`src/rtl/mips_alu_pkg.sv`:
```
// mips_alu_pkg: ALU control codes, aluop/funct encodings and issue FSM states
package mips_alu_pkg;
    localparam logic [3:0] ALU_AND = 4'b0000;
    localparam logic [3:0] ALU_OR  = 4'b0001;
    localparam logic [3:0] ALU_ADD = 4'b0010;
    localparam logic [3:0] ALU_XOR = 4'b0011;
    localparam logic [3:0] ALU_SUB = 4'b0110;
    localparam logic [3:0] ALU_SLT = 4'b0111;
    localparam logic [3:0] ALU_SLL = 4'b1000;
    localparam logic [3:0] ALU_SRL = 4'b1001;
    localparam logic [3:0] ALU_SRA = 4'b1010;
    localparam logic [3:0] ALU_NOR = 4'b1100;

    localparam logic [1:0] AOP_ADD   = 2'b00;
    localparam logic [1:0] AOP_SUB   = 2'b01;
    localparam logic [1:0] AOP_RTYPE = 2'b10;
    localparam logic [1:0] AOP_OR    = 2'b11;

    localparam logic [5:0] F_ADD  = 6'b100000;
    localparam logic [5:0] F_SUB  = 6'b100010;
    localparam logic [5:0] F_AND  = 6'b100100;
    localparam logic [5:0] F_OR   = 6'b100101;
    localparam logic [5:0] F_XOR  = 6'b100110;
    localparam logic [5:0] F_NOR  = 6'b100111;
    localparam logic [5:0] F_SLT  = 6'b101010;
    localparam logic [5:0] F_SLL  = 6'b000000;
    localparam logic [5:0] F_SRL  = 6'b000010;
    localparam logic [5:0] F_SRA  = 6'b000011;
    localparam logic [5:0] F_SLLV = 6'b000100;
    localparam logic [5:0] F_SRLV = 6'b000110;
    localparam logic [5:0] F_SRAV = 6'b000111;

    typedef enum logic [1:0] {S_IDLE, S_EXEC, S_RESP} state_t;
endpackage

```
`src/rtl/alu_op_decode.sv`:
```
// alu_op_decode: combinational ALU control, operand select and illegal-funct flag.
// Variable shifts (sllv/srlv/srav) are decoded only when ALU_ISSUE_SHIFTV_EN is defined.
module alu_op_decode
    import mips_alu_pkg::*;
#(
    parameter int DATA_W = 32
) (
    input  logic [1:0]        aluop,
    input  logic [5:0]        funct,
    input  logic [4:0]        shamt,
    input  logic [DATA_W-1:0] rs_val,
    input  logic [DATA_W-1:0] rt_val,
    input  logic [DATA_W-1:0] imm_ext,
    input  logic              alusrc,
    output logic [3:0]        cntrl,
    output logic [DATA_W-1:0] in1,
    output logic [DATA_W-1:0] in2,
    output logic              illegal
);
    logic shift_fixed;
    logic shift_var;

    always_comb begin
        cntrl       = ALU_ADD;
        illegal     = 1'b0;
        shift_fixed = 1'b0;
        shift_var   = 1'b0;
        case (aluop)
            AOP_ADD: cntrl = ALU_ADD;
            AOP_SUB: cntrl = ALU_SUB;
            AOP_OR:  cntrl = ALU_OR;
            default: begin
                case (funct)
                    F_ADD: cntrl = ALU_ADD;
                    F_SUB: cntrl = ALU_SUB;
                    F_AND: cntrl = ALU_AND;
                    F_OR:  cntrl = ALU_OR;
                    F_XOR: cntrl = ALU_XOR;
                    F_NOR: cntrl = ALU_NOR;
                    F_SLT: cntrl = ALU_SLT;
                    F_SLL: begin cntrl = ALU_SLL; shift_fixed = 1'b1; end
                    F_SRL: begin cntrl = ALU_SRL; shift_fixed = 1'b1; end
                    F_SRA: begin cntrl = ALU_SRA; shift_fixed = 1'b1; end
`ifdef ALU_ISSUE_SHIFTV_EN
                    F_SLLV: begin cntrl = ALU_SLL; shift_var = 1'b1; end
                    F_SRLV: begin cntrl = ALU_SRL; shift_var = 1'b1; end
                    F_SRAV: begin cntrl = ALU_SRA; shift_var = 1'b1; end
`endif
                    default: begin cntrl = ALU_AND; illegal = 1'b1; end
                endcase
            end
        endcase
    end

    // Shifts operate on rt; the amount comes from shamt or rs (ALU uses its low 5 bits)
    assign in1 = (shift_fixed || shift_var) ? rt_val : rs_val;
    assign in2 = shift_fixed ? {{(DATA_W-5){1'b0}}, shamt} :
                 shift_var   ? rs_val :
                 alusrc      ? imm_ext : rt_val;
endmodule

```
`src/rtl/alu_issue.sv`:
```
// alu_issue: registers a decoded ALU command, drives an external ALU for one cycle
// and returns its result over a valid/ready handshake. Option: ALU_ISSUE_SHIFTV_EN.
module alu_issue
    import mips_alu_pkg::*;
#(
    parameter int DATA_W = 32
) (
    input  logic              clk,
    input  logic              rst_n,
    input  logic              in_valid,
    output logic              in_ready,
    input  logic [1:0]        aluop,
    input  logic [5:0]        funct,
    input  logic [4:0]        shamt,
    input  logic [DATA_W-1:0] rs_val,
    input  logic [DATA_W-1:0] rt_val,
    input  logic [DATA_W-1:0] imm_ext,
    input  logic              alusrc,
    output logic [DATA_W-1:0] alu_in1,
    output logic [DATA_W-1:0] alu_in2,
    output logic [3:0]        alu_cntrl,
    input  logic [DATA_W-1:0] alu_dout,
    output logic              out_valid,
    input  logic              out_ready,
    output logic [DATA_W-1:0] out_data,
    output logic              out_illegal
);
    state_t            state, state_nx;
    logic [3:0]        dec_cntrl;
    logic [DATA_W-1:0] dec_in1, dec_in2;
    logic              dec_ill, ill_r;

    alu_op_decode #(.DATA_W(DATA_W)) u_dec (
        .aluop   (aluop),
        .funct   (funct),
        .shamt   (shamt),
        .rs_val  (rs_val),
        .rt_val  (rt_val),
        .imm_ext (imm_ext),
        .alusrc  (alusrc),
        .cntrl   (dec_cntrl),
        .in1     (dec_in1),
        .in2     (dec_in2),
        .illegal (dec_ill)
    );

    always_ff @(posedge clk)
        state <= !rst_n ? S_IDLE : state_nx;

    always_comb begin
        state_nx = state;
        case (state)
            S_IDLE:  state_nx = in_valid ? S_EXEC : S_IDLE;
            S_EXEC:  state_nx = S_RESP;
            S_RESP:  state_nx = out_ready ? S_IDLE : S_RESP;
            default: state_nx = S_IDLE;
        endcase
    end

    assign in_ready  = state == S_IDLE;
    assign out_valid = state == S_RESP;

    // ALU drive registers only change on accept, so they hold through EXEC and RESP
    always_ff @(posedge clk) begin
        if (!rst_n) begin
            alu_in1     <= '0;
            alu_in2     <= '0;
            alu_cntrl   <= '0;
            ill_r       <= 1'b0;
            out_data    <= '0;
            out_illegal <= 1'b0;
        end else if (state == S_IDLE && in_valid) begin
            alu_in1   <= dec_in1;
            alu_in2   <= dec_in2;
            alu_cntrl <= dec_cntrl;
            ill_r     <= dec_ill;
        end else if (state == S_EXEC) begin
            out_data    <= ill_r ? '0 : alu_dout;
            out_illegal <= ill_r;
        end
    end
endmodule

```
`config.mk`:
```
export PLATFORM = sky130hd
export DESIGN_NAME = alu_issue
export DESIGN_NICKNAME = d
export VERILOG_FILES = /design/src/rtl/mips_alu_pkg.sv /design/src/rtl/alu_op_decode.sv /design/src/rtl/alu_issue.sv
export SDC_FILE = /design/constraint.sdc
export NUM_CORES = 1
export LEC_CHECK = 0
export ABC_AREA = 1
export ABC_CLOCK_PERIOD_IN_PS = 1200
export CAP_MARGIN = 30
export CORE_ASPECT_RATIO = 0.7
export CORE_MARGIN = 3
export CORE_UTILIZATION = 30
export CTS_CLUSTER_SIZE = 10
export DETAILED_ROUTE_END_ITERATION = 12
export PLACE_DENSITY = 0.75
export SETUP_SLACK_MARGIN = 0.02
export SLEW_MARGIN = 20
export SYNTH_ARGS = -nofsm -noshare
export SYNTH_HDL_FRONTEND = slang
export SYNTH_SLANG_ARGS = --single-unit
```
`constraint.sdc`:
```
create_clock -name clk -period 1.2 [get_ports clk]
set_clock_uncertainty 0.1 [all_clocks]
set_input_delay 0.24 -clock clk [delete_from_list [all_inputs] [get_ports clk]]
set_output_delay 0.24 -clock clk [all_outputs]
set_load 0.05 [all_outputs]
```
# == Word level (Yosys, flattened, before mapping) ==
# Cells that the tools add are included.
# op_classes
n_reduce_logical,8
muxes,13
bitwise,1
eq_ne,13
# ops
op,count
$mux W32,4
$eq A6 B6 Y1 const B,7
$pmux W4 S9,1
$eq A6 B2 Y1 const B,2
$pmux W4 S3,1
$reduce_or A10 Y1,1
$logic_not A6 Y1,1
$pmux W2 S3,1
$reduce_or A3 Y1,2
$mux W1,5
$eq A2 B1 Y1 const B,2
$eq A2 B2 Y1 const B,2
$logic_not A2 Y1,2
$mux W2,1
$reduce_and A2 Y1,1
$logic_and A1 B1 Y1,1
$not A1 Y1,1
# word_totals
out_inout_bits,103
inputBits,146
wordCells,42
register_bits,104

# == Logic depth before layout (Yosys ltp) ==
# depth
depth_word,5
ltp_mapped,9
ltp_nobuf,8

# == Cells and area by module ==
# Synthesis repeated with hierarchy kept, for this count alone.
# hier_totals
hier_cells,984
area_unflattened_um2,5780.5
# by_module_without_submodules
mod,area_per_inst_um2,seq_area_each_um2,cells_each,instances
alu_issue,4570.6,2082.0,707,1
alu_op_decode,1209.9,0.0,277,1

# == Worst setup path after synthesis ==
# No wires, ideal clock.
# synth_timing
path_kind,register to register
start,reg state[1]
end,reg alu_in1[25]
t_required_ns,0.991
path_slack_ns,-0.570
n_path_buf,1
t_arrival_ns,1.561
synth_period_minus_slack_ns,1.770
setup_time_ns,0.109
path_stages_with_launch,8
cell_sequence,dfxtp_1 -> nor2_2 -> nand2_2 -> inv_2 -> buf_2 -> o211ai_2 -> nand2_1 -> inv_1
# synth_via
elab_chain_cells,2
# synth_lines
item,line,source
from (decl),alu_issue.sv:28,"state_t state, state_nx;"
from (signal assigned),alu_issue.sv:48,state <= !rst_n ? S_IDLE : state_nx;
$logic_not A2 Y1,--,
via in_ready,alu_issue.sv:11,"output logic in_ready,"
$logic_and A1 B1 Y1,alu_issue.sv:72,end else if (state == S_IDLE && in_valid) begin
to (signal assigned),alu_issue.sv:73,alu_in1 <= dec_in1;
to (decl),alu_issue.sv:19,"output logic [DATA_W-1:0] alu_in1,"
# The timed path passes the listed nets, and every way through them passes these cells.
# A chain may end at the register's enable or synchronous reset.

# == Worst setup path in the final report ==
# layout_timing
start,reg state[1]
end,reg out_data[27]
# layout_via
elab_chain_cells,4
word_cells_on_any_way,5
classes_between,eq/ne: 1; bitwise: 1; reduce/logical: 3
# layout_lines
item,line,source
$logic_not A2 Y1,alu_issue.sv:72,
$logic_and A1 B1 Y1,alu_issue.sv:72,
$not A1 Y1 (no line),--,
$reduce_and A2 Y1 (no line) (*),--,
to (signal assigned),alu_issue.sv:78,out_data <= ill_r ? '0 : alu_dout;
to (decl),alu_issue.sv:25,"output logic [DATA_W-1:0] out_data,"
# Mark *: on every way between the ends. The rest lies on a longest branch, timed or not.

==> metrics.md <==
| Metric | Value |
|---|---|
| Worst hold-check path type | input pin to flip-flop |
| Commonest non-fill, non-tap cell in the layout | nand2_1 |
| Pin count of the biggest net entering global routing | 34 |
| Hold_sp | alusrc |
| Fin crit period | 1.48 ns |
| P_int | 7.35 mW |
| Reg power frac | 36.8% |
| Hold Fails Final Rpt | 0 |
| Register area share after synthesis | 41.2% |
| Sw frac | 33.3% |
| Worst Path Required | 1.37 ns |
| Hold depth | 5 |
| Global route overflow | 0 |
| Routability cong. | 0.815 |
| Core ar. | 16400 µm² |
| Clock buffer depth | 2 |
| Worst vdd ir | 0.000632 V |
| Area of the multi-input gates | 2690 µm² |
| Status | finished, violations left |
| Max-Cap Viols | 0 |
| CP arrival | 1.65 ns |
| Die width | 161 µm |
| First-pass GRT wire length | 30.4 mm |
| Most frequent cells in the layout | 187 x nand2_1, 136 x clkdlybuf4s50_1, 123 x buf_12 |
| Final net count | 1184 |
| Ys async rst share | 0% |
| Slowest CP cell | dfxtp_4 |
| Top_reg_cell synth | dfxtp_1 |
| CTS Buf Count | 9 |
| Worst setup SP type | flip-flop |
| Yosys reg bits | 104 |
| Relative slew margins | 74.8% |
| Wire per inst | 15.9 µm |
| Vias per inst | 4.67 |
| Place WS | -0.623 ns |
| Row cnt | 39 |
| Most used cell, CP | buf_6 |
| Syn nets | 882 |
| Crit share post-route | 123% |
| IO Port Bufs | 248 |
| Crit path from | state[1] |
| DIE AREA | 18500 µm² |
| Initial antenna violation count | 0 |
| Clk sink count | 104 |
| Total Wirelength | 20.2 mm |
| Worst Tran Pin Value | 0.378 ns |
| Psw | 3.67 mW |
| Achievable Freq | 677 MHz |
| WS Path Type | flip-flop to flip-flop |
| CP Cell Sequence | buf_6, buf_6, nor2_4, buf_6, buf_12, clkbuf_16, o21ai_2, nor2_1 |
| Starting Density | 30.8% |
| Die Y | 115 µm |
| DR pass1 iterations | 6 |
| Root Buffer | clkbuf_16 |
| DPL Wire Length | 13.9 mm |
| Post-synth EDFFs | 0 |
| Worst skew pair latency | 0.34 ns |
| Area delta synth->final | 108% |
| CP Max Fanout | 5 |
| Setup tns final | -16.07 ns |
| Share of layout cells above drive strength 1 | 40.5% |
| Antenna Nets Post-Route | 0 |
| Hold buffers post-CTS | 0 |
| Power per Cell Area | 1050 nW/µm² |
| Final Max Slew Viols | 0 |
| Clock power frac | 25.7% |
| Worst setup margin | -0.277 ns |
| GRT Total Usage | 20.8% |
| Worst-path clk slew | 0.08 ns |
| Gate power share | 37.5% |
| DRC | 0 |
| Via count | 5919 |
| Mean Syn Cell Area | 6.86 µm² |
| Syn. warnings | 0 |
| Vias in the first global route | 5787 |
| RSZ-0062 raised after global routing | true |
| Reg area | 2240 µm² |
| P_leak | 4.70 nW |
| H-tree depth | 3 |
| CTS tree | done |
| Starting DRT DRC Count | 414 |
| Final setup violation count | 106 |
| Worst r2r src | state[1] |
| # fillers | 1283 |
| Reg2Reg Depth | 8 |
| # diodes | 0 |
| Post-Syn Area | 5050 µm² |
| Slowest stage delay, CP | 0.36 ns |
| Yosys cell types | 23 |
| CP endpoint kind | flip-flop |
| Failing checks | setup timing |
| # IOs | 249 |
| Post-Syn Instances | 736 |
## flip-flops by register name, summed over array words and instances (netlist names)
register / count
alu_cntrl: 4
alu_in2: 32
alu_in1: 32
out_data: 32
state: 2
ill_r: 1
out_illegal: 1
## metal layers
layer  up-vias  routed length (µm)  track usage, %
li1       2920                   -               -
met1      2706                7940            24.0
met2       264                9890            36.2
met3        29                2060            8.53
met4         0                 309            4.99
met5         -                   0               0
## power groups by stage
stage	registers (mW)	logic, mW	clock network, mW
floorplan	4.81	0.913	0
global placement	4.06	3.74	0
detailed placement	4.07	3.78	0
CTS	4.05	4.03	2.95
global route	4.08	4.36	3.06
finish	4.06	4.13	2.83
## area by class of cell
| class | count | share of cell area (%) |
|---|---|---|
| Clock buffer | 11 | 2.32 |
| Clock inverter | 5 | 0.370 |
| Inverter | 88 | 3.27 |
| Multi-Input combinational cell | 496 | 25.6 |
| Sequential cell | 104 | 21.3 |
| Tap cell | 225 | 2.69 |
| Timing Repair Buffer | 339 | 44.4 |
## critical path, delay by kind of cell, from the launching register on
kind	cells	cell delay, ns
AO/OA/AOI/OAI	1	0.06
buffers and inverters	5	0.65
flip-flops	1	0.36
AND/OR/NAND/NOR	2	0.25
## cells in the mapped netlist, types with 3 or more instances
cell / n / area share (%)
a21oi_1: 72 / 7.1
buf_1: 4 / 0.30
buf_2: 16 / 1.6
buf_8: 4 / 1.2
clkbuf_1: 19 / 1.4
dfxtp_1: 104 / 41
inv_1: 85 / 6.3
inv_2: 3 / 0.22
nand2_1: 192 / 14
nand3_1: 20 / 2.0
nor2_1: 111 / 8.2
nor2_2: 4 / 0.50
o211ai_1: 5 / 0.74
o211ai_2: 27 / 6.7
o21ai_0: 57 / 5.6
## final timing paths
path,slack (ns),to
max,-0.28,out_data[27]
min,0.36,alu_in2[19]
max reg2reg,-0.28,out_data[27]
min reg2reg,0.38,alu_in2[8]
## cell families (layout without fill, tap and decap cells)
family / after synthesis / count (layout) / share of synthesized area, %
flops: 104 / 104 / 41.2
simple gates: 335 / 335 / 26.3
compound gates: 161 / 161 / 20.2
buf+inv: 136 / 443 / 12.3
## stage by stage
step | cell area (µm²) | power [mW] | hold slack [ns] | cells | utilization [%]
2_1_floorplan | 5160 | 5.73 | 0.285 | 736 | -
3_3_place_gp | 9230 | 7.80 | 0.353 | 1220 | 56.3
3_5_place_dp | 9230 | 7.86 | 0.372 | 1220 | 56.3
4_1_cts | 10300 | 11.0 | 0.350 | 1260 | 62.6
5_1_grt | 10500 | 11.5 | 0.374 | 1268 | 63.9
6_report | 10500 | 11.0 | 0.365 | 1268 | 63.9
## timing repair
action | CTS | global route
endpoints found under the setup margin | 204 | 207
setup buffers | 17 | 8
endpoints found under the hold margin | 0 | 0
cloned | 8 | 2
resized for setup | 200 | 44
pin swaps | 35 | 18
(Power assumes the default switching activity.)
